`src/rtl/time_pkg.sv`:
```
// Shared constants and state encoding for the time-field to centisecond converter.
package time_pkg;

    // Centisecond weight of each field
    localparam int unsigned CS_PER_HOUR = 360000;
    localparam int unsigned CS_PER_MIN  = 6000;
    localparam int unsigned CS_PER_SEC  = 100;

    // Largest legal value of each sub-hour field
    localparam logic [7:0] MAX_MM = 8'd59;
    localparam logic [7:0] MAX_SS = 8'd59;
    localparam logic [7:0] MAX_CC = 8'd99;

    // LSB position of each field inside the packed HH:MM:SS:CC word
    localparam int HH_LSB = 24;
    localparam int MM_LSB = 16;
    localparam int SS_LSB = 8;
    localparam int CC_LSB = 0;

    typedef enum logic [1:0] {
        IDLE  = 2'd0,
        CHECK = 2'd1,
        ACC   = 2'd2,
        DONE  = 2'd3
    } t2b_state_t;

endpackage

```
`src/rtl/time_field_mac.sv`:
```
// Serial shift-add multiplier for one 8-bit field: over 8 consecutive cycles it
// presents field[i] ? (k << i) : 0, starting with bit 0 on the start cycle.
module time_field_mac #(
    parameter int OUT_W = 32
) (
    input  logic             clk,
    input  logic             rst_n,
    input  logic             start,
    input  logic [7:0]       field,
    input  logic [OUT_W-1:0] k,
    output logic [OUT_W-1:0] acc_add
);

    logic [6:0]       field_sh;
    logic [OUT_W-1:0] k_sh;
    logic             cur_bit;
    logic [OUT_W-1:0] cur_k;

    // On the start cycle use the raw inputs directly so bit 0 costs no extra cycle.
    always_comb begin
        cur_bit = start ? field[0] : field_sh[0];
        cur_k   = start ? k : k_sh;
        acc_add = cur_bit ? cur_k : '0;
    end

    // Remaining field bits shift right while the constant doubles each cycle.
    always_ff @(posedge clk or negedge rst_n) begin
        if (!rst_n) begin
            field_sh <= '0;
            k_sh     <= '0;
        end else if (start) begin
            field_sh <= field[7:1];
            k_sh     <= k << 1;
        end else begin
            field_sh <= field_sh >> 1;
            k_sh     <= k_sh << 1;
        end
    end

endmodule

```
`src/rtl/time_to_bin.sv`:
```
// Converts a packed HH:MM:SS:CC time into a centisecond count using a serial
// shift-add pass over the four fields (hh, mm, ss, cc; 8 cycles each).
module time_to_bin
    import time_pkg::*;
#(
    parameter int MAX_HH = 99,
    parameter int OUT_W  = 32
) (
    input  logic             clk,
    input  logic             rst_n,
    input  logic             in_valid,
    output logic             in_ready,
    input  logic [31:0]      time_in,
    output logic             out_valid,
    input  logic             out_ready,
    output logic [OUT_W-1:0] bin_out,
    output logic             out_err
);

    localparam logic [7:0] MAX_HH_B = MAX_HH[7:0];

    t2b_state_t       state, next_state;
    logic [31:0]      time_q;
    logic [1:0]       field_idx;
    logic [2:0]       bit_cnt;
    logic [OUT_W-1:0] acc;
    logic [OUT_W-1:0] acc_next;
    logic [OUT_W-1:0] acc_add;
    logic [OUT_W-1:0] field_k;
    logic [7:0]       field_val;
    logic             range_err;
    logic             mac_start;
    logic             acc_last;

    // Range check of the captured fields.
    always_comb begin
        range_err = (time_q[HH_LSB +: 8] > MAX_HH_B) ||
                    (time_q[MM_LSB +: 8] > MAX_MM)   ||
                    (time_q[SS_LSB +: 8] > MAX_SS)   ||
                    (time_q[CC_LSB +: 8] > MAX_CC);
    end

    // Select the field being accumulated and its centisecond weight.
    always_comb begin
        field_val = time_q[CC_LSB +: 8];
        field_k   = OUT_W'(1);
        case (field_idx)
            2'd0: begin field_val = time_q[HH_LSB +: 8]; field_k = OUT_W'(CS_PER_HOUR); end
            2'd1: begin field_val = time_q[MM_LSB +: 8]; field_k = OUT_W'(CS_PER_MIN);  end
            2'd2: begin field_val = time_q[SS_LSB +: 8]; field_k = OUT_W'(CS_PER_SEC);  end
            default: begin field_val = time_q[CC_LSB +: 8]; field_k = OUT_W'(1); end
        endcase
    end

    assign mac_start = (state == ACC) && (bit_cnt == 3'd0);
    assign acc_last  = (field_idx == 2'd3) && (bit_cnt == 3'd7);
    assign acc_next  = acc + acc_add;

    time_field_mac #(.OUT_W(OUT_W)) u_mac (
        .clk     (clk),
        .rst_n   (rst_n),
        .start   (mac_start),
        .field   (field_val),
        .k       (field_k),
        .acc_add (acc_add)
    );

    // State register.
    always_ff @(posedge clk or negedge rst_n) begin
        if (!rst_n) state <= IDLE;
        else        state <= next_state;
    end

    // Next-state logic and handshake outputs.
    always_comb begin
        next_state = state;
        in_ready   = 1'b0;
        out_valid  = 1'b0;
        case (state)
            IDLE: begin
                in_ready = 1'b1;
                if (in_valid) next_state = CHECK;
            end
            CHECK: next_state = range_err ? DONE : ACC;
            ACC: if (acc_last) next_state = DONE;
            DONE: begin
                out_valid = 1'b1;
                if (out_ready) next_state = IDLE;
            end
            default: next_state = IDLE;
        endcase
    end

    // Datapath: capture, accumulate, and load the result on entry to DONE.
    always_ff @(posedge clk or negedge rst_n) begin
        if (!rst_n) begin
            time_q    <= '0;
            field_idx <= '0;
            bit_cnt   <= '0;
            acc       <= '0;
            bin_out   <= '0;
            out_err   <= 1'b0;
        end else begin
            case (state)
                IDLE: if (in_valid) time_q <= time_in;
                CHECK: begin
                    if (range_err) begin
                        bin_out <= '0;
                        out_err <= 1'b1;
                    end else begin
                        acc       <= '0;
                        field_idx <= '0;
                        bit_cnt   <= '0;
                    end
                end
                ACC: begin
                    acc     <= acc_next;
                    bit_cnt <= bit_cnt + 3'd1;
                    if (bit_cnt == 3'd7) field_idx <= field_idx + 2'd1;
                    if (acc_last) begin
                        bin_out <= acc_next;
                        out_err <= 1'b0;
                    end
                end
                default: ;
            endcase
        end
    end

endmodule

```
`config.mk`:
```
export PLATFORM = sky130hd
export DESIGN_NAME = time_to_bin
export DESIGN_NICKNAME = d
export VERILOG_FILES = /design/src/rtl/time_pkg.sv /design/src/rtl/time_field_mac.sv /design/src/rtl/time_to_bin.sv
export SDC_FILE = /design/constraint.sdc
export NUM_CORES = 1
export LEC_CHECK = 0
export ABC_AREA = 1
export BUFFER_PORTS_ARGS = -buffer_cell sky130_fd_sc_hd__buf_2
export CAP_MARGIN = 20
export CORE_MARGIN = 2
export CORE_UTILIZATION = 65
export CTS_CLUSTER_DIAMETER = 30
export DETAILED_ROUTE_END_ITERATION = 8
export GPL_TIMING_DRIVEN = 0
export PLACE_DENSITY = 0.86
export SLEW_MARGIN = 10
export SYNTH_ARGS = -nofsm -noshare
export SYNTH_HDL_FRONTEND = slang
export SYNTH_SLANG_ARGS = --single-unit
```
`constraint.sdc`:
```
create_clock -name clk -period 7.6 [get_ports clk]
set_input_delay 0.38 -clock clk [delete_from_list [all_inputs] [get_ports clk]]
set_output_delay 0.38 -clock clk [all_outputs]
set_load 0.1 [all_outputs]
```
==> impl_metrics.toml, run 1 <==
[cts]
cts_made_buffers = 17
root_buffer = "clkbuf_16"
htree_levels = 4
worstSkewPairLatency_ns = 0.43
clock-sinks = 142
post_cts_resize_count = 0
clk_pin_slew_worst_paths_ns = 0.06
tritoncts = "done"
cts_buffer_depth = 2

[run_status]
status = "completed"

[setup_path]
rr_worst_depth = 21
worst_path_max_delay_cell = "dfrtp_1"
reg2reg_from = "field_idx[0]$_DFFE_PN0P_"
end_kind = "flop"
critical_path_required_ns = 7.91
critPathMaxStageDelay_ns = 0.44
crit_buf_inv = 4
critPathKind = "reg -> reg"
cpLargestDelayFamily = "simple AND/OR/NAND/NOR gates"
cp_cell_sequence = "inv_1 > ha_1 > buf_4 > nand2_1 > nand2_1 > a211oi_1 > o21ai_0 > o21ai_1 > buf_4 > nor2_1 > ha_1 > nand2_1 > inv_1 > nand2_1 > nand2_1 > nand2_1 > nand2_1 > a21oi_1 > nand3_1 > nand4_1 > nand2_1"
start_kind = "flop"
crit_path_frequent_cell = "nand2_1"
arrival_ns = 4.00
critPathMaxFanout = 10
path_depth = 21
rrSetupSlack_ns = 3.92
reg2reg_to = "bin_out[30]$_DFFE_PN0P_"

[logic_synthesis]
synth_cell_types = 35
yosysWarnings = 0
synthesis.area_um2 = 8540
synth.avg_cell_area_um2 = 7.40
synth-seq-cells = 142
syn_nets = 1237
syn_inst = 1155
seq_area_frac_synth = 0.416

[die]
start_util = 0.672
core_region_area_um2 = 12700
die_h_um = 119
dieArea_um2 = 14100
rows = 41
die-width_um = 119
ioPinCount = 71

[timing]
worst_slew_pin_slew_ns = 0.788
final_max_slew_viol_count = 0
fmax_mhz = 271
fin_setup_tns_ns = 0
period_share = 0.485
setup_viol = 0
finalHoldViolations = 0
slew_headroom = 0.475
skew_ns = 0.00841
fin_crit_ns = 3.68
grt_setup_unrepaired = "no"
setup_slack_ns = 3.92

[placed_design]
hpwl_um = 16900
pre_cts_ws_ns = 4.05
place_congestion = 0.931
io_buffer_count = 70
place_inst = 1398

[finish]
post-route-util = 0.769
fin_nets = 1328
area_growth_pct = 14.5
fin_cells = 1430
fillers = 976
final_layout_size_suffix_gt1_frac = 0.161
diodes = 0

[hold_path]
min_from = "time_in[0]"
hold_path.class = "in -> reg"
min_path_cells = 2
worst_hold_path.endpoint = "time_q[0]$_DFFE_PN0P_"

[global_route]
grt_max_degree = 84
met1_usage = 0.442
grt_busiest_layer = "met2"
antenna_found_initial = 0
grt_usage = 0.346
grt_pass1_wl_um = 37700
grtUsageMet3 = 0.0820
grt.overflow.total = 0
grtUsageMet2 = 0.569
grt_pass1_vias = 7718

[route]
drt-pass1-iter-count = 8
via_per_inst = 5.46
dr.first_iter.drc_count = 736
drtAntennaViolNets = 0
drc = 0
wirelength_um = 23200
num_vias = 7811
wire_per_inst_um = 16.2

[power_and_ir_drop]
pwr_density_cell_nw_per_um2 = 366
vdd_ir_drop_max_mv = 0.372
cellLeakagePower_nw = 5.67
p_total_mw = 3.58

[job]
drv_cap = 0
logic make-up (layout without fill, tap and decap cells):
group | Yosys count | in the layout | share of synthesized area
buffers and inverters | 229 | 332 | 0.112
muxes | 30 | 30 | 0.0395
xor gates and xnor gates | 1 | 1 | 0.00103
and+or+nand+nor | 605 | 605 | 0.298
adders and majority gates | 46 | 46 | 0.0682
AOI/OAI and AO/OA | 102 | 102 | 0.0652
DFF | 142 | 142 | 0.416
repair_timing:
action | 4_1_cts | 5_1_grt
hold buffers | 1 | 0
buffers inserted | 0 | 0
endpoints found under the hold margin | 59 | 0
stage by stage:
step	hold slack (ns)	cell area (µm²)
CTS	0.172	9780
detailed placement	0.397	9140
global placement	0.447	9110
global route	0.169	9780
floorplan	0.0844	8540
finish	0.176	9780
area by class of cell:
class,instances,area [µm²],share of cell area
sequential,142,3550,0.363
buffer,32,219,0.0224
clock buffer,19,443,0.0453
timing repair buffer,72,394,0.0403
tap,172,215,0.0220
multi-input combinational,784,4030,0.412
clock inverter,12,185,0.0189
inverter,197,739,0.0756
cell usage after synthesis:
library cell	number	area share
nand2_1	397	0.17
inv_1	194	0.085
dfrtp_1	142	0.42
nor2_1	76	0.033
nand3_1	70	0.041
ha_1	45	0.066
a21oi_1	34	0.020
mux2_2	30	0.040
o21ai_0	30	0.018
nand4_1	25	0.018
o21ai_1	24	0.014
buf_2	13	0.0076
nand2_2	11	0.0081
buf_4	10	0.0088
nor2_2	7	0.0051
or2_2	7	0.0051
buf_6	6	0.0079
o21ai_2	6	0.0062
nand3_2	5	0.0059
inv_2	3	0.0013
nor3_1	3	0.0018
a21o_1	2	0.0018
clkbuf_1	2	0.00088
o21bai_1	2	0.0018
a211oi_1	1	0.00088
a21oi_2	1	0.0010
a221oi_1	1	0.0010
a22o_1	1	0.0010
buf_1	1	0.00044
fa_1	1	0.0023
nand3_4	1	0.0021
nand3b_1	1	0.00088
nor3_2	1	0.0012
or2_1	1	0.00073
xor2_1	1	0.0010
per-layer routing:
| layer | vias up | wire length, µm |
|---|---|---|
| met4 | 0 | 728 |
| met5 | - | 0 |
| met3 | 59 | 1640 |
| li1 | 3772 | - |
| met1 | 3673 | 9760 |
| met2 | 307 | 11100 |
worst reg2reg max path, cell delays in order, from the launching register on:
cell,delay (ns)
dfrtp_1,0.44
inv_1,0.15
ha_1,0.24
buf_4,0.18
nand2_1,0.06
nand2_1,0.04
a211oi_1,0.14
o21ai_0,0.12
o21ai_1,0.29
buf_4,0.30
nor2_1,0.10
ha_1,0.33
nand2_1,0.13
inv_1,0.05
nand2_1,0.06
nand2_1,0.08
nand2_1,0.07
nand2_1,0.06
a21oi_1,0.31
nand3_1,0.19
nand4_1,0.14
nand2_1,0.07
cells in the final DEF, fill, tap and decap left out, types with 6 or more instances in the layout:
master and count:
buf_2 82, o21ai_1 24, nand2_1 397, buf_4 10, dfrtp_1 142, buf_6 7, o21ai_0 30, a21oi_1 34
mux2_2 30, nor2_1 76, o21ai_2 6, clkbuf_16 17, nand4_1 25, inv_1 194, nand2_2 11, or2_2 7
ha_1 45, nand3_1 70, nor2_2 7
where the power goes:
group	internal, mW	switching (mW)
Combinational	0.450	1.09
Clock	0.560	0.332
Sequential	1.00	0.152
Total	2.01	1.57
worst max path at each step:
stage	from	end
6_report	field_idx[0]$_DFFE_PN0P_	bin_out[30]$_DFFE_PN0P_
5_1_grt	field_idx[0]$_DFFE_PN0P_	acc[29]$_DFFE_PN0P_
4_1_cts	field_idx[0]$_DFFE_PN0P_	acc[29]$_DFFE_PN0P_
3_5_place_dp	field_idx[0]$_DFFE_PN0P_	bin_out[30]$_DFFE_PN0P_
3_3_place_gp	field_idx[0]$_DFFE_PN0P_	bin_out[30]$_DFFE_PN0P_
2_1_floorplan	field_idx[0]$_DFFE_PN0P_	bin_out[9]$_DFFE_PN0P_
sequential cells by signal (all words and copies together) (netlist names):
name / cells
acc: 32
bin_out: 32
bit_cnt: 3
field_idx: 2
out_err: 1
state: 2
time_q: 32
u_mac.field_sh: 7
u_mac.k_sh: 31
Power figures use the tool's default switching activity.
==> run 2, diff against run 1 <==
--- a/config.mk
+++ b/config.mk
@@ -5,15 +5,15 @@
 export SDC_FILE = /design/constraint.sdc
 export NUM_CORES = 1
 export LEC_CHECK = 0
-export ABC_AREA = 1
+export ABC_AREA = 0
 export BUFFER_PORTS_ARGS = -buffer_cell sky130_fd_sc_hd__buf_2
 export CAP_MARGIN = 20
 export CORE_MARGIN = 2
-export CORE_UTILIZATION = 65
+export CORE_UTILIZATION = 54
 export CTS_CLUSTER_DIAMETER = 30
 export DETAILED_ROUTE_END_ITERATION = 8
 export GPL_TIMING_DRIVEN = 0
-export PLACE_DENSITY = 0.86
+export PLACE_DENSITY = 0.76
 export SLEW_MARGIN = 10
 export SYNTH_ARGS = -nofsm -noshare
 export SYNTH_HDL_FRONTEND = slang
==> constraint.sdc (replaced) <==
create_clock -name clk -period 3 [get_ports clk]
set_input_delay 0.15 -clock clk [delete_from_list [all_inputs] [get_ports clk]]
set_output_delay 0.15 -clock clk [all_outputs]
set_load 0.1 [all_outputs]
==> run 2 against run 1 <==
- the flow now finishes with violations (negative setup slack)
- via count down 6.9%
- critical path depth decreased by 1
- clock power grew 140%
- utilization decreased by 1.3 points
- power rose to 2.5 times the previous value
- sequential share of layout area is 3.6 points lower
- die area rose by 10%
- largest power group unchanged
==> impl_metrics.toml, run 2 <==
[cts]
tritoncts = "done"
clk_pin_slew_worst_paths_ns = 0.07
cts_buffer_depth = 2
clock-sinks = 142
worstSkewPairLatency_ns = 0.44
htree_levels = 4
cts_made_buffers = 17
root_buffer = "clkbuf_16"

[setup_path]
worst_path_max_delay_cell = "dfrtp_2"
critPathMaxFanout = 4
start_kind = "flop"
critPathKind = "reg -> reg"
end_kind = "flop"
arrival_ns = 4.42
critPathMaxStageDelay_ns = 0.46
cp_cell_sequence = "inv_4 > ha_4 > a222oi_1 > nor2_1 > a21oi_1 > nor2_2 > a21oi_4 > buf_6 > nor2b_4 > ha_4 > buf_6 > o211ai_1 > o211ai_1 > nand4_1 > buf_4 > buf_4 > a21oi_2 > xor2_1 > nand2_1 > o21ai_1"
critical_path_required_ns = 3.35

[route]
drtAntennaViolNets = 0
wirelength_um = 25500
via_per_inst = 6.12
drt-pass1-iter-count = 8
dr.first_iter.drc_count = 637
wire_per_inst_um = 21.5
drc = 0
num_vias = 7271

[placed_design]
pre_cts_ws_ns = -1.25
io_buffer_count = 70
dpl_cell_area_um2 = 8610
place_congestion = 0.924
hpwl_um = 14900

[timing]
skew_ns = 0.0195
slew_headroom = 0.386
finalHoldViolations = 0
fmax_mhz = 246
period_share = 1.36
fin_setup_tns_ns = -41.07
setup_viol = 56
grt_setup_unrepaired = "yes"
final_max_slew_viol_count = 0
setup_slack_ns = -1.07
fin_crit_ns = 4.07
worst_slew_pin_slew_ns = 0.921

[run_status]
status = "finished, violations left"
violations = "negative setup slack"

[logic_synthesis]
yosysWarnings = 0
seq_area_frac_synth = 0.453
post-synth-top-count-cell = "dfrtp_1"
synth-edff-count = 0
synth_cell_types = 66
syn_inst = 807
ys_top_cells_by_area = "dfrtp_1 (45%), ha_1 (7.2%), nand2_1 (6.1%)"
synth.avg_cell_area_um2 = 9.72
yosysTopAreaCellShare = 0.453
synth-seq-cells = 142
syn_nets = 889
ys.flop_type = "dfrtp_1"
synthesis.area_um2 = 7850
ys_top_cells_by_count = "dfrtp_1 (142), nand2_1 (128), o21ai_0 (60), a21oi_1 (50), ha_1 (45)"
synthArstFlopShare = 1.00
synth_largest_area_cell = "dfrtp_1"

[finish]
area_growth_pct = 38.4
fin_nets = 1073
fillers = 908
design_area_um2 = 10900
top_regs = "acc: 32 flops, bin_out: 32 flops, time_q: 32 flops"
final_common_cell = "dfrtp_1"
final_layout_size_suffix_gt1_frac = 0.351
layout_common_cells = "dfrtp_1 (140), nand2_1 (113), buf_2 (74)"
post-route-util = 0.756
diodes = 0

[die]
core_region_area_um2 = 14400
dieArea_um2 = 15500
ioPinCount = 71
die-width_um = 125
die_h_um = 125
start_util = 0.546
rows = 44

[hold_path]
hold_path.class = "in -> async"

[power_and_ir_drop]
vdd_ir_drop_max_mv = 0.881
cellInternalPower_mw = 4.97
clkPwrFrac = 0.240
pwr_density_cell_nw_per_um2 = 835
p_switching_mw = 4.10
seq_power_share = 0.307
p_total_mw = 9.07
swShare = 0.452
cellLeakagePower_nw = 5.06
p_comb_frac = 0.454

[global_route]
grt_max_degree = 111
grt_pass1_wl_um = 37000
grt_usage = 0.304
grt_pass1_vias = 7162
grt.overflow.total = 0
antenna_found_initial = 0

[job]
drv_cap = 0
==> run 2: cell count changes after synthesis, moves of 29 or more <==
cell | before | now
nand2_1 | 397 | 128
inv_1 | 194 | 16
nand3_1 | 70 | 6
nor2_1 | 76 | 44
o21ai_0 | 30 | 60
clkbuf_1 | 2 | 31
==> run 2: metrics by stage <==
stage,cells,hold slack [ns]
6_report,1188,0.158
5_1_grt,1188,0.196
4_1_cts,1166,0.142
3_5_place_dp,1062,0.0284
3_3_place_gp,1061,0.382
2_1_floorplan,807,-0.146
==> run 2: power by group through the flow <==
stage,registers [mW],logic [mW],clock network (mW)
floorplan,2.91,2.12,0
global placement,2.74,3.19,0
detailed placement,2.76,3.24,0
CTS,2.73,3.65,2.16
global route,2.82,4.36,2.26
finish,2.78,4.11,2.17
==> run 2: final timing paths <==
kind	from	to	slack (ns)	depth (start not counted)
max in group asynchronous	rst_n	field_idx[1]$_DFFE_PN0P_	1.97	3
min in group clk	out_ready	state[0]$_DFFE_PN0P_	0.19	5
worst min register to register	u_mac.field_sh[3]$_DFF_PN0_	u_mac.field_sh[2]$_DFF_PN0_	0.46	2
worst max-delay path	field_idx[0]$_DFFE_PN0P_	bin_out[23]$_DFFE_PN0P_	-1.07	20
worst min-delay path	rst_n	bin_out[12]$_DFFE_PN0P_	0.16	2
worst max register to register	field_idx[0]$_DFFE_PN0P_	bin_out[23]$_DFFE_PN0P_	-1.07	20
==> run 2: area by class of cell <==
type | instances | area (µm²) | share of cell area
Timing Repair Buffer | 170 | 1300 | 0.120
Inverter | 17 | 66.3 | 0.00611
Clock buffer | 17 | 425 | 0.0392
Multi-Input combinational cell | 603 | 4860 | 0.447
Tap cell | 184 | 230 | 0.0212
Sequential cell | 142 | 3560 | 0.327
Buffer | 40 | 238 | 0.0219
Clock inverter | 15 | 183 | 0.0168
==> run 2: cell families after synthesis <==
logic type / synth area share
DFF: 0.453
AOI/OAI and AO/OA: 0.201
muxes: 0.0537
and+or+nand+nor: 0.157
adders and majority gates: 0.0743
buffers and inverters: 0.0333
xor gates and xnor gates: 0.0279
==> run 2: timing repair <==
item,in CTS,in global routing
gates cloned,1,0
setup endpoints to repair,58,58
hold endpoints to repair,64,0
hold buffers,33,0
gates resized for setup,95,99
pin swaps,53,79
setup buffers,42,24
==> run 2: layer usage <==
metal	global-route usage	part of all wire	up-vias
met5	0	0	-
met4	0.120	0.032	0
met3	0.0683	0.070	72
met2	0.511	0.51	332
met1	0.382	0.39	3601
li1	-	-	3266
==> run 2: critical path: cells and delay by family (launching register included) <==
kind                       cells  cell delay (ns)
AOI/OAI and AO/OA              7             1.60
xor gates and xnor gates       1             0.18
adders and majority gates      2             0.43
buffers and inverters          5             0.68
DFF                            1             0.46
and+or+nand+nor                5             0.62
==> run 3, diff against run 2 <==
--- a/config.mk
+++ b/config.mk
@@ -9,11 +9,11 @@
 export BUFFER_PORTS_ARGS = -buffer_cell sky130_fd_sc_hd__buf_2
 export CAP_MARGIN = 20
 export CORE_MARGIN = 2
-export CORE_UTILIZATION = 54
+export CORE_UTILIZATION = 60
 export CTS_CLUSTER_DIAMETER = 30
 export DETAILED_ROUTE_END_ITERATION = 8
 export GPL_TIMING_DRIVEN = 0
-export PLACE_DENSITY = 0.76
+export PLACE_DENSITY = 0.8
 export SLEW_MARGIN = 10
 export SYNTH_ARGS = -nofsm -noshare
 export SYNTH_HDL_FRONTEND = slang
==> constraint.sdc (replaced) <==
create_clock -name clk -period 4.33 [get_ports clk]
set_input_delay 0.2165 -clock clk [delete_from_list [all_inputs] [get_ports clk]]
set_output_delay 0.2165 -clock clk [all_outputs]
set_load 0.1 [all_outputs]
==> run 3 against run 2 <==
- the flow now finishes without violations
- count of clock-buffer cells in the layout increased by 1
- cell count decreased by 9.0%
- final area decreased by 16%
- power decreased by 38%
- sequential cell count unchanged
- wire length decreased by 17%
- critical path depth decreased by 4
- sequential share of layout area increased by 6.2 points
- clock power decreased by 32%
- clock skew decreased by 0.0072 ns
- critical path type unchanged
- largest cell class unchanged
- highest routed layer unchanged
==> impl_metrics.toml, run 3 (synthesized netlist as in run 2, its figures left out) <==
[die]
core_region_area_um2 = 12700
die-width_um = 118
die_h_um = 118
ioPinCount = 71
rows = 41
start_util = 0.619
dieArea_um2 = 14000

[timing]
setup_viol = 0
final_max_slew_viol_count = 0
whs_ns = 0.0114
fin_crit_ns = 4.11
fmax_mhz = 243
slew_headroom = 0.438
finalHoldViolations = 0
skew_ns = 0.0123
setup_slack_ns = 0.223
period_share = 0.949
worst_slew_pin_slew_ns = 0.843

[finish]
design_area_um2 = 9120
regArea_um2 = 3560
fin_nets = 979
area_growth_pct = 16.3
top_regs = "acc: 32 flops, bin_out: 32 flops, time_q: 32 flops"
multi_input_area_um2 = 4080
fillers = 967
layout_common_cells = "dfrtp_1 (140), nand2_1 (128), buf_2 (76)"
diodes = 0
post-route-util = 0.720
final_layout_size_suffix_gt1_frac = 0.208
final_common_cell = "dfrtp_1"

[power_and_ir_drop]
p_switching_mw = 2.42
swShare = 0.429
vdd_ir_drop_max_mv = 0.706
p_comb_frac = 0.400
clkPwrFrac = 0.262
pwr_density_cell_nw_per_um2 = 620
cellLeakagePower_nw = 4.45
cellInternalPower_mw = 3.23
seq_power_share = 0.337

[route]
wire_per_inst_um = 19.7
met1_length_um = 8960
wl_met2_um = 10100
wirelength_um = 21300
via_per_inst = 6.19
dr.first_iter.drc_count = 560
top_layer = "met4"
drc = 0
drt-pass1-iter-count = 5
num_vias = 6691
drtAntennaViolNets = 0
wl_met3_um = 1390

[cts]
cts_buffer_depth = 2
clock-sinks = 142
tritoncts = "done"
cts_made_buffers = 17
clk_pin_slew_worst_paths_ns = 0.07
root_buffer = "clkbuf_16"
htree_levels = 4
worstSkewPairLatency_ns = 0.43

[placed_design]
io_buffer_count = 70
pre_cts_ws_ns = -0.394
hpwl_um = 15500
dpl_cell_area_um2 = 8450
place_congestion = 0.944

[global_route]
grt_max_degree = 90
grt_usage = 0.320
antenna_found_initial = 0
grt_pass1_vias = 6843
grt.overflow.total = 0
grt_pass1_wl_um = 35100

[hold_path]
worst_hold_path.endpoint = "time_q[16]$_DFFE_PN0P_"
min_path_cells = 2
min_from = "time_in[16]"
hold_path.class = "in -> reg"

[setup_path]
crit_start = "state[0]$_DFFE_PN0P_"
critPathMaxFanout = 11
critical_path_required_ns = 4.61
reg2reg_to = "acc[17]$_DFFE_PN0P_"
start_kind = "flop"
rrSetupSlack_ns = 0.22
arrival_ns = 4.39
end_kind = "flop"
critPathKind = "reg -> reg"
reg2reg_from = "state[0]$_DFFE_PN0P_"
rr_worst_depth = 16

[job]
drv_cap = 0

[run_status]
status = "completed"
## run 3: cell types whose count changed in the layout (fill, tap and decap cells not counted), moves of 15 or more
cell           previous run  this run
dlygate4sd3_1            33         1
o21ai_0                  26        59
nand2_1                 113       128
buf_6                    27         3
o21ai_1                  31        13
a21oi_1                  26        48
buf_4                    45         5
a21oi_4                  17         2
## run 3: power by group through the flow
stage / Combinational, mW / Clock (mW) / Sequential [mW]
floorplan: 1.40 / 0 / 2.01
global placement: 2.12 / 0 / 1.90
detailed placement: 2.18 / 0 / 1.92
CTS: 2.21 / 1.49 / 1.90
global route: 2.43 / 1.56 / 1.94
finish: 2.26 / 1.48 / 1.91
## run 3: critical path, cell delays in order (launching register included)
cell	delay [ns]
dfrtp_1	0.40
inv_1	0.14
ha_1	0.16
clkbuf_4	0.20
nand2_1	0.10
or2_4	0.31
clkbuf_2	0.23
o21ai_0	0.29
nor2b_1	0.23
ha_1	0.31
a21oi_1	0.21
o21ai_0	0.17
a221oi_2	0.43
nand2_1	0.16
a31oi_1	0.27
xor2_1	0.26
o31ai_1	0.10
## run 3: what timing repair did
action                     in CTS  in global routing
setup endpoints to repair      36                 29
buffers inserted                1                  2
resized for setup              13                 12
pin swaps                       2                  3
hold endpoints to repair       53                  0
hold buffers                    1                  0
## run 3: area by class of cell
type                       instances  share of cell area
tap                              172              0.0236
clock inverter                    13              0.0169
clock buffer                      18              0.0481
sequential                       142               0.390
inverter                          17             0.00699
buffer                            41              0.0213
timing repair buffer              75              0.0457
multi-input combinational        603               0.448
## run 3: worst max path at each step
stage	endpoint	slack [ns]	cells after the start
finish	acc[17]$_DFFE_PN0P_	0.22	16
global route	bin_out[31]$_DFFE_PN0P_	-0.004	18
CTS	acc[30]$_DFFE_PN0P_	0.02	19
detailed placement	acc[30]$_DFFE_PN0P_	-0.39	19
global placement	bin_out[30]$_DFFE_PN0P_	-0.32	18
floorplan	acc[28]$_DFFE_PN0P_	0.44	19
## run 3: routing by layer
metal / up-vias / track usage
li1: 3080 / -
met1: 3265 / 0.422
met2: 288 / 0.508
met3: 58 / 0.0695
met4: 0 / 0.148
met5: - / 0
## run 3: through the flow
stage	instances	setup TNS, ns	power (mW)
after floorplan	807	0	3.41
after global placement	1049	-4.04	4.02
after detailed placement	1050	-6.18	4.10
after CTS	1081	0	5.60
after global routing	1081	-0.00441	5.94
final	1081	0	5.65
